**config.mk**
```make
export PLATFORM = sky130hd
export DESIGN_NAME = sram_rd_arb_flat
export DESIGN_NICKNAME = d
export VERILOG_FILES = /design/src/rtl/sram_rd_arb_if.sv /design/src/rtl/sram_rd_arb.sv /design/src/flat_wrapper.sv
export SDC_FILE = /design/constraint.sdc
export NUM_CORES = 1
export LEC_CHECK = 0
export CAP_MARGIN = 20
export CORE_MARGIN = 1.5
export CORE_UTILIZATION = 36
export CTS_CLUSTER_DIAMETER = 120
export DETAILED_ROUTE_END_ITERATION = 8
export PLACE_DENSITY = 0.8
export SYNTH_ARGS = -nofsm -noshare
export SYNTH_HDL_FRONTEND = slang
export SYNTH_SLANG_ARGS = --single-unit
```
**constraint.sdc**
```tcl
create_clock -name clk -period 6.2 [get_ports clk]
set_input_delay 1.55 -clock clk [delete_from_list [all_inputs] [get_ports clk]]
set_output_delay 1.55 -clock clk [all_outputs]
set_load 0.02 [all_outputs]
```
**src/rtl/sram_rd_arb_if.sv**
```systemverilog
// Bus bundle between the compute requesters, the loader write stream and one
// 1W1R SRAM. The arbiter takes the slave view; the surrounding logic (or a
// bench standing in for it) takes the master view.
interface sram_rd_arb_if #(
    parameter int WWORD = 32,
    parameter int WADDR = 5,
    parameter int NREQ  = 4
) ();
    logic [NREQ-1:0]       req_valid;
    logic [NREQ*WADDR-1:0] req_addr;
    logic [NREQ-1:0]       req_ready;
    logic [NREQ-1:0]       rsp_valid;
    logic [WWORD-1:0]      rsp_data;
    logic                  wr_valid;
    logic [WADDR-1:0]      wr_addr;
    logic [WWORD-1:0]      wr_data;
    logic                  wr_ready;
    logic                  err_oor;
    logic                  sram_cena;
    logic [WADDR-1:0]      sram_aa;
    logic [WWORD-1:0]      sram_qa;
    logic                  sram_cenb;
    logic [WADDR-1:0]      sram_ab;
    logic [WWORD-1:0]      sram_db;

    modport slave (
        input  req_valid, req_addr, wr_valid, wr_addr, wr_data, sram_qa,
        output req_ready, rsp_valid, rsp_data, wr_ready, err_oor,
               sram_cena, sram_aa, sram_cenb, sram_ab, sram_db
    );

    modport master (
        output req_valid, req_addr, wr_valid, wr_addr, wr_data, sram_qa,
        input  req_ready, rsp_valid, rsp_data, wr_ready, err_oor,
               sram_cena, sram_aa, sram_cenb, sram_ab, sram_db
    );
endinterface

```
**src/rtl/sram_rd_arb.sv**
```systemverilog
// Round-robin read-port arbiter and registered write sequencer for one
// bhv_1w1r_sram. Read data returns two cycles after the grant, tagged one-hot
// with the requester that asked for it.
module sram_rd_arb #(
    parameter int WWORD = 32,
    parameter int WADDR = 5,
    parameter int DEPTH = 24,
    parameter int NREQ  = 4
) (
    input  logic         clk,
    input  logic         rstn,
    sram_rd_arb_if.slave bus
);
    localparam int PW = $clog2(NREQ);
    localparam logic [WADDR:0] DEPTH_W = (WADDR + 1)'(DEPTH);

    typedef logic [PW-1:0]   ptr_t;
    typedef logic [NREQ-1:0] vec_t;

    ptr_t             ptr;
    ptr_t             ptr_nxt;
    ptr_t             win;
    ptr_t             cand;
    logic             found;
    logic             collide;
    logic             grant;
    logic             rd_oor;
    logic             wr_oor;
    logic             wr_go;
    logic [WADDR-1:0] win_addr;
    vec_t             win_oh;
    vec_t             ready;
    vec_t             tag_rd;
    vec_t             tag_rsp;
    logic             cena_q;
    logic [WADDR-1:0] aa_q;
    logic             cenb_q;
    logic [WADDR-1:0] ab_q;
    logic [WWORD-1:0] db_q;
    logic             err_q;

    // Pick the first valid requester at or after ptr; withhold the grant in
    // reset and when the same-cycle write targets the winner's address, so the
    // read is re-granted next cycle and sees the freshly written word.
    always_comb begin
        // NOTE: every signal this block drives gets a default first, so no path can infer a latch.
        found    = 1'b0;
        win      = '0;
        cand     = '0;
        win_addr = '0;
        for (int k = 0; k < NREQ; k++) begin
            cand = ptr_t'((int'(ptr) + k) % NREQ);
            if (!found && bus.req_valid[cand]) begin
                found = 1'b1;
                win   = cand;
            end
        end
        for (int k = 0; k < NREQ; k++) begin
            if (win == ptr_t'(k)) begin
                win_addr = bus.req_addr[k*WADDR +: WADDR];
            end
        end
        collide = bus.wr_valid && (win_addr == bus.wr_addr);
        grant   = rstn && found && !collide;
        win_oh  = vec_t'(1) << win;
        ready   = grant ? win_oh : '0;
        ptr_nxt = ptr;
        if (grant) begin
            ptr_nxt = (win == ptr_t'(NREQ - 1)) ? '0 : win + ptr_t'(1);
        end
        rd_oor = {1'b0, win_addr} >= DEPTH_W;
        wr_oor = {1'b0, bus.wr_addr} >= DEPTH_W;
        wr_go  = bus.wr_valid && !wr_oor;
    end

    // Read issue: one-cycle SRAM enable plus a two-stage tag pipeline that
    // lines rsp_valid up with the SRAM's registered output.
    always_ff @(posedge clk or negedge rstn) begin
        if (!rstn) begin
            ptr     <= '0;
            cena_q  <= 1'b1;
            aa_q    <= '0;
            tag_rd  <= '0;
            tag_rsp <= '0;
        end else begin
            // NOTE: state is updated with <= so every flop samples pre-edge values, like real hardware.
            ptr     <= ptr_nxt;
            cena_q  <= !grant;
            tag_rd  <= ready;
            tag_rsp <= tag_rd;
            if (grant) begin
                aa_q <= win_addr;
            end
        end
    end

    // Write issue: register in-range writes onto the write port for one
    // cycle; out-of-range writes are dropped.
    always_ff @(posedge clk or negedge rstn) begin
        if (!rstn) begin
            cenb_q <= 1'b1;
            ab_q   <= '0;
            db_q   <= '0;
        end else begin
            cenb_q <= !wr_go;
            if (wr_go) begin
                ab_q <= bus.wr_addr;
                db_q <= bus.wr_data;
            end
        end
    end

    // Sticky out-of-range flag, cleared only by reset.
    always_ff @(posedge clk or negedge rstn) begin
        if (!rstn) begin
            err_q <= 1'b0;
        end else if ((grant && rd_oor) || (bus.wr_valid && wr_oor)) begin
            err_q <= 1'b1;
        end
    end

    assign bus.req_ready = ready;
    assign bus.rsp_valid = tag_rsp;
    assign bus.rsp_data  = bus.sram_qa;
    assign bus.wr_ready  = rstn;
    assign bus.err_oor   = err_q;
    assign bus.sram_cena = cena_q;
    assign bus.sram_aa   = aa_q;
    assign bus.sram_cenb = cenb_q;
    assign bus.sram_ab   = ab_q;
    assign bus.sram_db   = db_q;
endmodule

```
**src/flat_wrapper.sv**
```systemverilog
// flat-port wrapper written by rule: the top's interface ports become plain ports
module sram_rd_arb_flat 
#(
    parameter int WWORD = 32,
    parameter int WADDR = 5,
    parameter int DEPTH = 24,
    parameter int NREQ  = 4
)
  (clk, rstn, bus_req_valid, bus_req_addr, bus_wr_valid, bus_wr_addr, bus_wr_data, bus_sram_qa, bus_req_ready, bus_rsp_valid, bus_rsp_data, bus_wr_ready, bus_err_oor, bus_sram_cena, bus_sram_aa, bus_sram_cenb, bus_sram_ab, bus_sram_db);
  sram_rd_arb_if #(.WWORD(WWORD), .WADDR(WADDR), .NREQ(NREQ)) bus_i ();
  input  logic clk;
  input  logic rstn;
  input wire logic [$bits(bus_i.req_valid)-1:0] bus_req_valid;
  input wire logic [$bits(bus_i.req_addr)-1:0] bus_req_addr;
  input wire logic [$bits(bus_i.wr_valid)-1:0] bus_wr_valid;
  input wire logic [$bits(bus_i.wr_addr)-1:0] bus_wr_addr;
  input wire logic [$bits(bus_i.wr_data)-1:0] bus_wr_data;
  input wire logic [$bits(bus_i.sram_qa)-1:0] bus_sram_qa;
  output wire logic [$bits(bus_i.req_ready)-1:0] bus_req_ready;
  output wire logic [$bits(bus_i.rsp_valid)-1:0] bus_rsp_valid;
  output wire logic [$bits(bus_i.rsp_data)-1:0] bus_rsp_data;
  output wire logic [$bits(bus_i.wr_ready)-1:0] bus_wr_ready;
  output wire logic [$bits(bus_i.err_oor)-1:0] bus_err_oor;
  output wire logic [$bits(bus_i.sram_cena)-1:0] bus_sram_cena;
  output wire logic [$bits(bus_i.sram_aa)-1:0] bus_sram_aa;
  output wire logic [$bits(bus_i.sram_cenb)-1:0] bus_sram_cenb;
  output wire logic [$bits(bus_i.sram_ab)-1:0] bus_sram_ab;
  output wire logic [$bits(bus_i.sram_db)-1:0] bus_sram_db;
  assign bus_i.req_valid = bus_req_valid;
  assign bus_i.req_addr = bus_req_addr;
  assign bus_i.wr_valid = bus_wr_valid;
  assign bus_i.wr_addr = bus_wr_addr;
  assign bus_i.wr_data = bus_wr_data;
  assign bus_i.sram_qa = bus_sram_qa;
  assign bus_req_ready = bus_i.req_ready;
  assign bus_rsp_valid = bus_i.rsp_valid;
  assign bus_rsp_data = bus_i.rsp_data;
  assign bus_wr_ready = bus_i.wr_ready;
  assign bus_err_oor = bus_i.err_oor;
  assign bus_sram_cena = bus_i.sram_cena;
  assign bus_sram_aa = bus_i.sram_aa;
  assign bus_sram_cenb = bus_i.sram_cenb;
  assign bus_sram_ab = bus_i.sram_ab;
  assign bus_sram_db = bus_i.sram_db;
  sram_rd_arb #(.WWORD(WWORD), .WADDR(WADDR), .DEPTH(DEPTH), .NREQ(NREQ)) u_core (.clk(clk), .rstn(rstn), .bus(bus_i));
endmodule
```
## Word-level counts from Yosys, hierarchy flattened

Index checks and enable logic that the tools add are counted.

| operators by class | value |
|---|---|
| muxes and demuxes | 22 |
| shift operators | 1 |
| equal/unequal tests | 4 |
| reduce and logical (&&, ||, !) cells | 18 |
| $add $sub $neg | 4 |
| $lt $le $gt $ge | 6 |

Operators with widths:

| kind | count |
|---|---|
| 5-bit two-way mux | 4 |
| 2-bit by 3-bit < comparator with 1-bit output, second input constant | 4 |
| 5-bit greater-or-equal comparator, second input constant | 2 |
| 2-bit two-way mux | 5 |
| 1-bit logical AND | 9 |
| 1-bit binary-select mux with 2-bit select | 4 |
| 1-bit two-way mux | 8 |
| 1-bit zero test | 7 |
| 5-bit == test | 1 |
| 2-bit by 1-bit adder with 2-bit output, second input constant | 2 |
| 2-bit adder, second input constant | 2 |
| 2-bit == test, second input constant | 2 |
| 4-bit two-way mux | 1 |
| 1-bit by 2-bit left shift with 4-bit output, first input constant | 1 |
| 2-bit by 1-bit == test with 1-bit output, second input constant | 1 |
| 2-bit zero test | 1 |
| 1-bit logical OR | 1 |

| storage, ports and cells | value |
|---|---|
| output and inout bits | 86 |
| register bits | 55 |
| input port bits | 96 |
| word-level logic and storage cells | 64 |

## Longest topological paths before layout

Gate-level depths: netlist of run 1.

| depth | value |
|---|---|
| depth after elaboration | 23 |
| depth in mapped cells | 15 |
| mapped depth without buffers | 13 |

## Least setup slack after synthesis of run 1

Ideal clock, no wire load.

| path | value |
|---|---|
| path type | input-to-output |
| from | input port bus_req_valid[0] |
| to | output port bus_req_ready[0] |
| slack | 490 ps |
| stages | 14 |
| arrival | 4,160 ps |
| cell sequence | inv_1 > nor2_1 > a21oi_1 > nor2_1 > a221o_1 > or2_2 > ha_1 > and3b_2 > a2111oi_4 > or3_2 > nand4_2 > o31a_1 > buf_6 > and2_2 |

| between the ends | value |
|---|---|
| word-level cells in the longest chain between the ends | 22 |

RTL lines:

| element | RTL line | source |
|---|---|---|
| start, declared | flat_wrapper.sv:13 | `input wire logic [$bits(bus_i.req_valid)-1:0] bus_req_valid;` |
| 1-bit binary-select mux with 2-bit select | sram_rd_arb.sv:53 | `if (!found && bus.req_valid[cand]) begin` |
| 1-bit two-way mux (implied by the code) | sram_rd_arb.sv:53 |  |
| 1-bit two-way mux | sram_rd_arb.sv:53 |  |
| 1-bit zero test | sram_rd_arb.sv:53 |  |
| 1-bit logical AND | sram_rd_arb.sv:53 |  |
| 1-bit two-way mux | sram_rd_arb.sv:53 |  |
| 1-bit zero test | sram_rd_arb.sv:53 |  |
| 1-bit logical AND | sram_rd_arb.sv:53 |  |
| [3 not listed] | n/a |  |
| 2-bit two-way mux | sram_rd_arb.sv:53 |  |
| 2-bit zero test | sram_rd_arb.sv:59 | `if (win == ptr_t'(k)) begin` |
| 5-bit two-way mux (4 in series) | sram_rd_arb.sv:59 |  |
| 5-bit == test | sram_rd_arb.sv:63 | `collide = bus.wr_valid && (win_addr == bus.wr_addr);` |
| 1-bit logical AND | sram_rd_arb.sv:63 |  |
| 1-bit zero test | sram_rd_arb.sv:64 | `grant = rstn && found && !collide;` |
| 1-bit logical AND | sram_rd_arb.sv:64 |  |
| 4-bit two-way mux * | sram_rd_arb.sv:66 | `ready = grant ? win_oh : '0;` |
| end, declared | flat_wrapper.sv:19 | `output wire logic [$bits(bus_i.req_ready)-1:0] bus_req_ready;` |

Mark *: on every way between the ends. The rest lies on a longest branch, timed or not. The select of a mux whose other input is x is not followed.

## Worst setup path after layout of run 1

| path | value |
|---|---|
| from | input port bus_req_valid[2] |
| to | output port bus_req_ready[0] |

The elaborated chain is that of the path after synthesis.

==> results of run 1 <==
-- flip-flops by register name (all words and copies together) (netlist names) --
name and cells:
u_core.bus.sram_cenb 1, u_core.bus.sram_db 32, u_core.bus.sram_aa 5, u_core.ptr 2, u_core.bus.err_oor 1, u_core.bus.sram_ab 5
u_core.tag_rd 4, u_core.bus.rsp_valid 4, u_core.bus.sram_cena 1
-- repair_timing --
action,CTS,global route
gates resized for setup,26,13
pin swaps,4,10
buffers inserted,0,3
endpoints found under the setup margin,4,4
-- worst max-delay path: stages --
cell and delay (ns):
clkdlybuf4s50_1 0.44, inv_1 0.09, o22ai_1 0.09, a221o_1 0.34
buf_4 0.16, nor2_4 0.13, ha_4 0.18, buf_4 0.11
a211oi_1 0.07, a221oi_2 0.29, xnor2_1 0.19, nand4_2 0.17
o31a_1 0.32, and2_2 0.22, buf_2 0.16
-- final cells by class --
cell class / count / area, um^2
clock inverters: 3 / 25.02
flip-flops and latches: 55 / 1379
multi-input cells: 114 / 1157
inverters: 10 / 37.54
clock buffers: 5 / 68.82
well taps: 99 / 123.9
fillers: 606 / 3158
repair buffers: 143 / 1381
-- worst paths after layout --
check | slack (ns) | to | cells past startpoint | startpoint
max | 0.14 | bus_req_ready[0] | 15 | bus_req_valid[2]
max in group asynchronous | 4.28 | u_core.bus.sram_db[11]$_DFFE_PN0P_ | 2 | rstn
min in group asynchronous | 1.46 | u_core.tag_rd[3]$_DFF_PN0_ | 2 | rstn
max reg2reg | 2.81 | u_core.bus.sram_aa[2]$_DFFE_PN0N_ | 16 | u_core.ptr[0]$_DFFE_PN0N_
min reg2reg | 0.36 | u_core.bus.rsp_valid[2]$_DFF_PN0_ | 0 | u_core.tag_rd[2]$_DFF_PN0_
min | 0.36 | u_core.bus.rsp_valid[2]$_DFF_PN0_ | 0 | u_core.tag_rd[2]$_DFF_PN0_
-- metrics by stage --
step	setup WS (ns)	util, %	cell area, um^2	total power [W]
CTS	0.001688	55.83	4093	0.001395
floorplan	0.4897	-	2764	0.0008938
global route	-0.02930	56.92	4173	0.001511
finish	0.1415	56.92	4173	0.001429
detailed placement	-0.5914	54.17	3971	0.001169
global placement	-0.4591	53.80	3944	0.001150
-- layout by cell type (no fill, tap or decap), types with 2 or more instances in the layout --
cell	instances
clkdlybuf4s50_1	110
dfrtp_1	53
mux2_2	35
buf_4	24
nor2_1	12
inv_1	9
mux2_4	5
clkbuf_8	5
a21oi_1	4
nand2_1	4
ha_4	4
buf_2	4
o22ai_2	3
a2111oi_4	3
o21ai_0	3
nor2b_1	3
and2_2	3
o22ai_1	2
or3_1	2
and3b_2	2
or3_4	2
nand4_2	2
xnor2_1	2
a211oi_1	2
nor3_2	2
o31ai_1	2
clkinv_4	2
dfstp_2	2
-- metal layers --
layer,share of wire (%),global-route usage (%)
met4,2.0,5.026
met2,50,27.44
met3,8.0,3.788
met5,0,0
met1,40,19.30
-- power groups by stage --
stage | logic (W) | clock network, W | registers [W]
finish | 0.000758 | 0.000205 | 0.000466
global placement | 0.000682 | 0 | 0.000468
global route | 0.000810 | 0.000227 | 0.000474
detailed placement | 0.000698 | 0 | 0.000471
floorplan | 0.000357 | 0 | 0.000537
CTS | 0.000717 | 0.000212 | 0.000465
-- logic make-up (layout without fill, tap and decap cells) --
group,after synthesis,after routing,synth area share (%)
AOI/OAI and AO/OA,28,28,9.506
buffers and inverters,50,161,12.18
muxes,40,40,16.98
adders and majority gates,4,4,1.811
and+or+nand+nor,40,40,9.009
DFF,55,55,49.89
xor gates and xnor gates,2,2,0.6339
==> run summary, run 1 <==
Drt drc = 0
# setup viols final = 0
Via density = 4.800
Setup TNS = 0 ns
Clock transition at the registers of the reported paths = 0.11 ns
Clock Tree Root = clkbuf_8
Post-DR wirelength/cell = 15.36 um
Initial Utilization = 37.70%
Ys flop type = dfrtp_1
Max-Cap Viols = 0
Synth cell count leaders = dfrtp_1 (53), mux2_2 (35), buf_4 (33)
Clock Latency Late Sink = 0.31 ns
# diodes = 0
Via Count = 2059
Cell Area, Synth = 2764 um^2
Nets = 429
Combinational fraction of design power = 53.0%
Syn Area/Cell = 12.62 um^2
Routability cong. = 0.7881
Worst-path maximum fanout = 7
Highest clock rate = 165.1 MHz
Fin crit period = 6.058 ns
Clock network power share = 14.3%
Hold Path Class = reg -> reg
Number of buffers created by CTS = 5
Pleak = 1.745 nW
Area Overhead vs Synth = 50.97%
Detailed Place HPWL = 4.917 mm
Worst Path Arrival = 4.51 ns
DRT Pass-1 Iters = 4
Tcrit/Tclk final = 97.72%
Synth area leaders = dfrtp_1 (48%), mux2_2 (14%), buf_4 (9.0%)
Mapped Nets = 319
EDFF count, synth = 0
Status = finished clean
Seq pwr share = 32.6%
Total routed wirelength = 6.591 mm
NetSw = 0.0005018 W
Boundary Pins = 182
PortBufs = 117
CP Capture Type = primary output
Placed Cells = 418
Max rail drop VDD = 239.9 uV
Layout Skew = 0.01733 ns
CP Data Required Time = 4.65 ns
Die X = 90.62 um
Final instance count without filler cells = 429
Async SR Flop Fraction = 100.0%
Power per cell area = 342.4 nW/um^2
Core area = 7331 um^2
GRT overflow = 0
Yosys Warn Count = 0
Hold_buf cts = 0
Clock Sink Count = 55
Die Y = 90.62 um
Internal cell power = 0.0009269 W
Antenna violations before repair = 0
Die ar. = 8212 um^2
Critical setup path kind = in -> out
Worst slew pin tran = 0.6860 ns
Maximum buffer depth of the clock tree = 2
Core Rows = 31
Fin. max-slew vios = 0
Max-slew headroom = 54.27%
Sequential-to-total area share from yosys stat = 49.89%
Total GRT Usage = 15.85%
Area leader, netlist = dfrtp_1
#FFs+latches synth = 55
Fin. Hold Viols = 0
Cells after Synth = 219
Net Sw Frac = 35.12%
Count leader, synth = dfrtp_1
Number of DRC markers in iteration 0 = 40
Largest net degree at the start of global routing = 56
First-pass GRT wire length = 10.44 mm
Vias in the first global route = 2172
Startpoint Class = primary input
ANT nets after route = 0
Min Hold Slack = 0.3601 ns
Ratio of cells with drive above 1 in the final layout = 33.94%
Yosys top cell area share = 47.99%
Yosys cell types = 41
H-tree Lvls = 2
CTS tree = built
Note: power is estimated with default switching activity, not from simulation.
==> inputs of run 2 (changes only) <==
CTS_BUF_LIST = sky130_fd_sc_hd__clkbuf_8 sky130_fd_sc_hd__clkbuf_16   (was not set)
==> results of run 2 <==
The final DEF is identical to that of run 1; final timing and power are the same.
==> inputs of run 3 (changes only) <==
PLACE_DENSITY = not set   (was 0.8)
PLACE_DENSITY_LB_ADDON = 0.08   (was not set)
==> run 3 against run 2 <==
Net effect: critical path depth decreased by 2; register-to-register slack got worse by 0.15 ns; non-clock buffer count increased by 2; critical path type unchanged; setup slack got worse by 0.034 ns; via count decreased by 3.1%; final cell count increased by 0.47%; die area unchanged; first-iteration DRC count decreased by 7.5%; highest routed layer unchanged; hold slack improved by 0.0040 ns.
==> run summary, run 3 (synthesis results as in run 1) <==
Clock Tree Root = clkbuf_8
Fin. max-slew vios = 0 (unchanged)
ANT nets after route = 0 (unchanged)
DRT Pass-1 Iters = 4 (unchanged)
Final instance count without filler cells = 431 (+0.47%)
Detailed Place HPWL = 4.656 mm (-5.3%)
Critical setup path kind = in -> out
CP top delay family = compound AO/OA/AOI/OAI gates
Fin. Hold Viols = 0 (unchanged)
Grt met1 use = 20.64% (+1.3 points)
Reg area = 1379 um^2 (unchanged)
CP Data Required Time = 4.65 ns (about the same)
Maximum buffer depth of the clock tree = 2 (unchanged)
Drt drc = 0 (unchanged)
Fin util = 56.22% (-0.70 points)
Via Count = 1995 (-3.1%)
Number of buffers created by CTS = 5 (unchanged)
Worst Path Arrival = 4.54 ns (+0.03 ns)
CP Capture Type = primary output
Max reg flops = 32 (unchanged)
GRT overflow = 0 (unchanged)
Commonest non-fill, non-tap cell in the layout = clkdlybuf4s50_1
Area of the multi-input gates = 1126 um^2 (-2.7%)
Clock Latency Late Sink = 0.31 ns (about the same)
Hold_buf cts = 0 (unchanged)
CP max-delay cell = clkdlybuf4s50_1
Cells along the critical path = clkdlybuf4s50_1, a21oi_1, nor2_1, a221o_1, or2_4, ha_4, and3b_2, a2111oi_4, or3_4, nand4_2, o31a_1, and2_4, buf_2
First-pass GRT wire length = 10.32 mm (-1.1%)
Via density = 4.629 (-3.6%)
Fillers = 638 (+5.3%)
Post-DR wirelength/cell = 14.62 um (-4.8%)
Boundary Pins = 182 (unchanged)
Max-slew headroom = 52.24% (-2.0 points)
Die Y = 90.62 um (unchanged)
Largest net degree at the start of global routing = 57 (+1.8%)
Highest clock rate = 164.1 MHz (-0.56%)
Worst slew pin tran = 0.7165 ns (+0.03046 ns)
Core Rows = 31 (unchanged)
Clock transition at the registers of the reported paths = 0.10 ns (about the same)
Vias in the first global route = 2073 (-4.6%)
Routability cong. = 0.7940 (+0.75%)
Startpoint Class = primary input
Layer with the highest usage = met2
Max rail drop VDD = 159.0 uV (-34%)
Worst-path maximum fanout = 5 (-2)
PortBufs = 117 (unchanged)
# setup viols final = 0 (unchanged)
Sum of buffers and inverters on the critical path = 2 (-3)
Final setup margin = 0.1076 ns (-0.03389 ns)
Layout Skew = 0.005807 ns (-0.01152 ns)
Core area = 7331 um^2 (unchanged)
# diodes = 0 (unchanged)
Area Overhead vs Synth = 49.12%
Max-Cap Viols = 0 (unchanged)
Total routed wirelength = 6.303 mm (-4.4%)
Finished Cell Area = 4121 um^2 (-1.2%)
Clock Sink Count = 55 (unchanged)
GR Util met3 = 3.788% (unchanged)
Max stage delay on crit path = 0.44 ns (about the same)
Placed Cells = 418 (unchanged)
Place WS = -0.5595 ns (+0.03190 ns)
Die X = 90.62 um (unchanged)
Placed cell areas = 3939 um^2 (-0.82%)
Status = finished clean
Ratio of cells with drive above 1 in the final layout = 32.83% (-1.1 points)
Nets = 431 (+0.47%)
Die ar. = 8212 um^2 (unchanged)
H-tree Lvls = 2 (unchanged)
Commonest cells after routing, fill and taps aside = clkdlybuf4s50_1 (110), dfrtp_1 (53), mux2_2 (35)
Power per cell area = 343.0 nW/um^2 (+0.18%)
Total GRT Usage = 15.85% (about the same)
Pleak = 1.748 nW (+0.20%)
Number of DRC markers in iteration 0 = 37 (-7.5%)
Antenna violations before repair = 0 (unchanged)
Fin crit period = 6.092 ns (+0.03389 ns)
Hold Path Class = reg -> reg
Tcrit/Tclk final = 98.26% (+0.55 points)
CTS tree = built
M2 GR Usage = 25.69% (-1.8 points)
Initial Utilization = 37.70% (unchanged)
run 3: path summary, 6_finish.rpt:
path	slack, ns	to	start	cells after the start
hold reg to reg	0.36	u_core.bus.rsp_valid[0]$_DFF_PN0_	u_core.tag_rd[0]$_DFF_PN0_	0
max in group asynchronous	4.32	u_core.bus.sram_db[27]$_DFFE_PN0P_	rstn	2
setup / recovery	0.11	bus_req_ready[2]	bus_req_valid[2]	13
hold / removal	0.36	u_core.bus.rsp_valid[0]$_DFF_PN0_	u_core.tag_rd[0]$_DFF_PN0_	0
min in group asynchronous	1.40	u_core.bus.sram_db[7]$_DFFE_PN0P_	rstn	2
setup reg to reg	2.66	u_core.bus.sram_aa[2]$_DFFE_PN0N_	u_core.ptr[0]$_DFFE_PN0N_	15
run 3: what timing repair did:
item / 4_1_cts / 5_1_grt
setup buffers: 4 / 1
resized for setup: 26 / 11
pin swaps: 7 / 8
setup endpoints to repair: 4 / 4
gates cloned: 0 / 0
run 3: power breakdown:
| group | internal (W) | switching, W |
|---|---|---|
| clock | 0.0000840 | 0.000126 |
| combinational | 0.000410 | 0.000331 |
| sequential | 0.000427 | 0.0000353 |
run 3: final cells by class:
class                      instances  area share (%)
sequential                        55           33.45
tap                               99           3.005
clock buffer                       5           1.670
inverter                          10          0.9107
timing repair buffer             145           32.94
clock inverter                     3          0.6982
multi-input combinational        114           27.32
run 3: layer usage:
metal | share of wire [%] | up-vias | routed length [um]
met2 | 47 | 83 | 2951
met5 | 0 | - | 0
met4 | 2.0 | 0 | 129
met1 | 45 | 945 | 2818
li1 | - | 948 | -
met3 | 6.4 | 19 | 402
run 3: worst register-to-register path, cell delays in order, from the launching register on:
cell and delay (ns):
dfrtp_1 0.44, nor2_1 0.09, a21oi_1 0.12, nor2_1 0.05, a221o_1 0.32, or2_4 0.28
ha_4 0.18, and3b_2 0.22, a2111oi_4 0.32, or3_4 0.19, nand4_2 0.10, o31a_1 0.39
buf_4 0.16, buf_4 0.13, buf_4 0.16, mux2_4 0.30
run 3: metrics by stage:
stage	power [W]	setup TNS [ns]	hold WS [ns]
6_report	0.001414	0	0.3641
5_1_grt	0.001509	-0.0008948	0.3776
4_1_cts	0.001397	0	0.3656
3_5_place_dp	0.001152	-2.160	0.3379
3_3_place_gp	0.001146	-1.901	0.3330
2_1_floorplan	0.0008938	0	0.3312
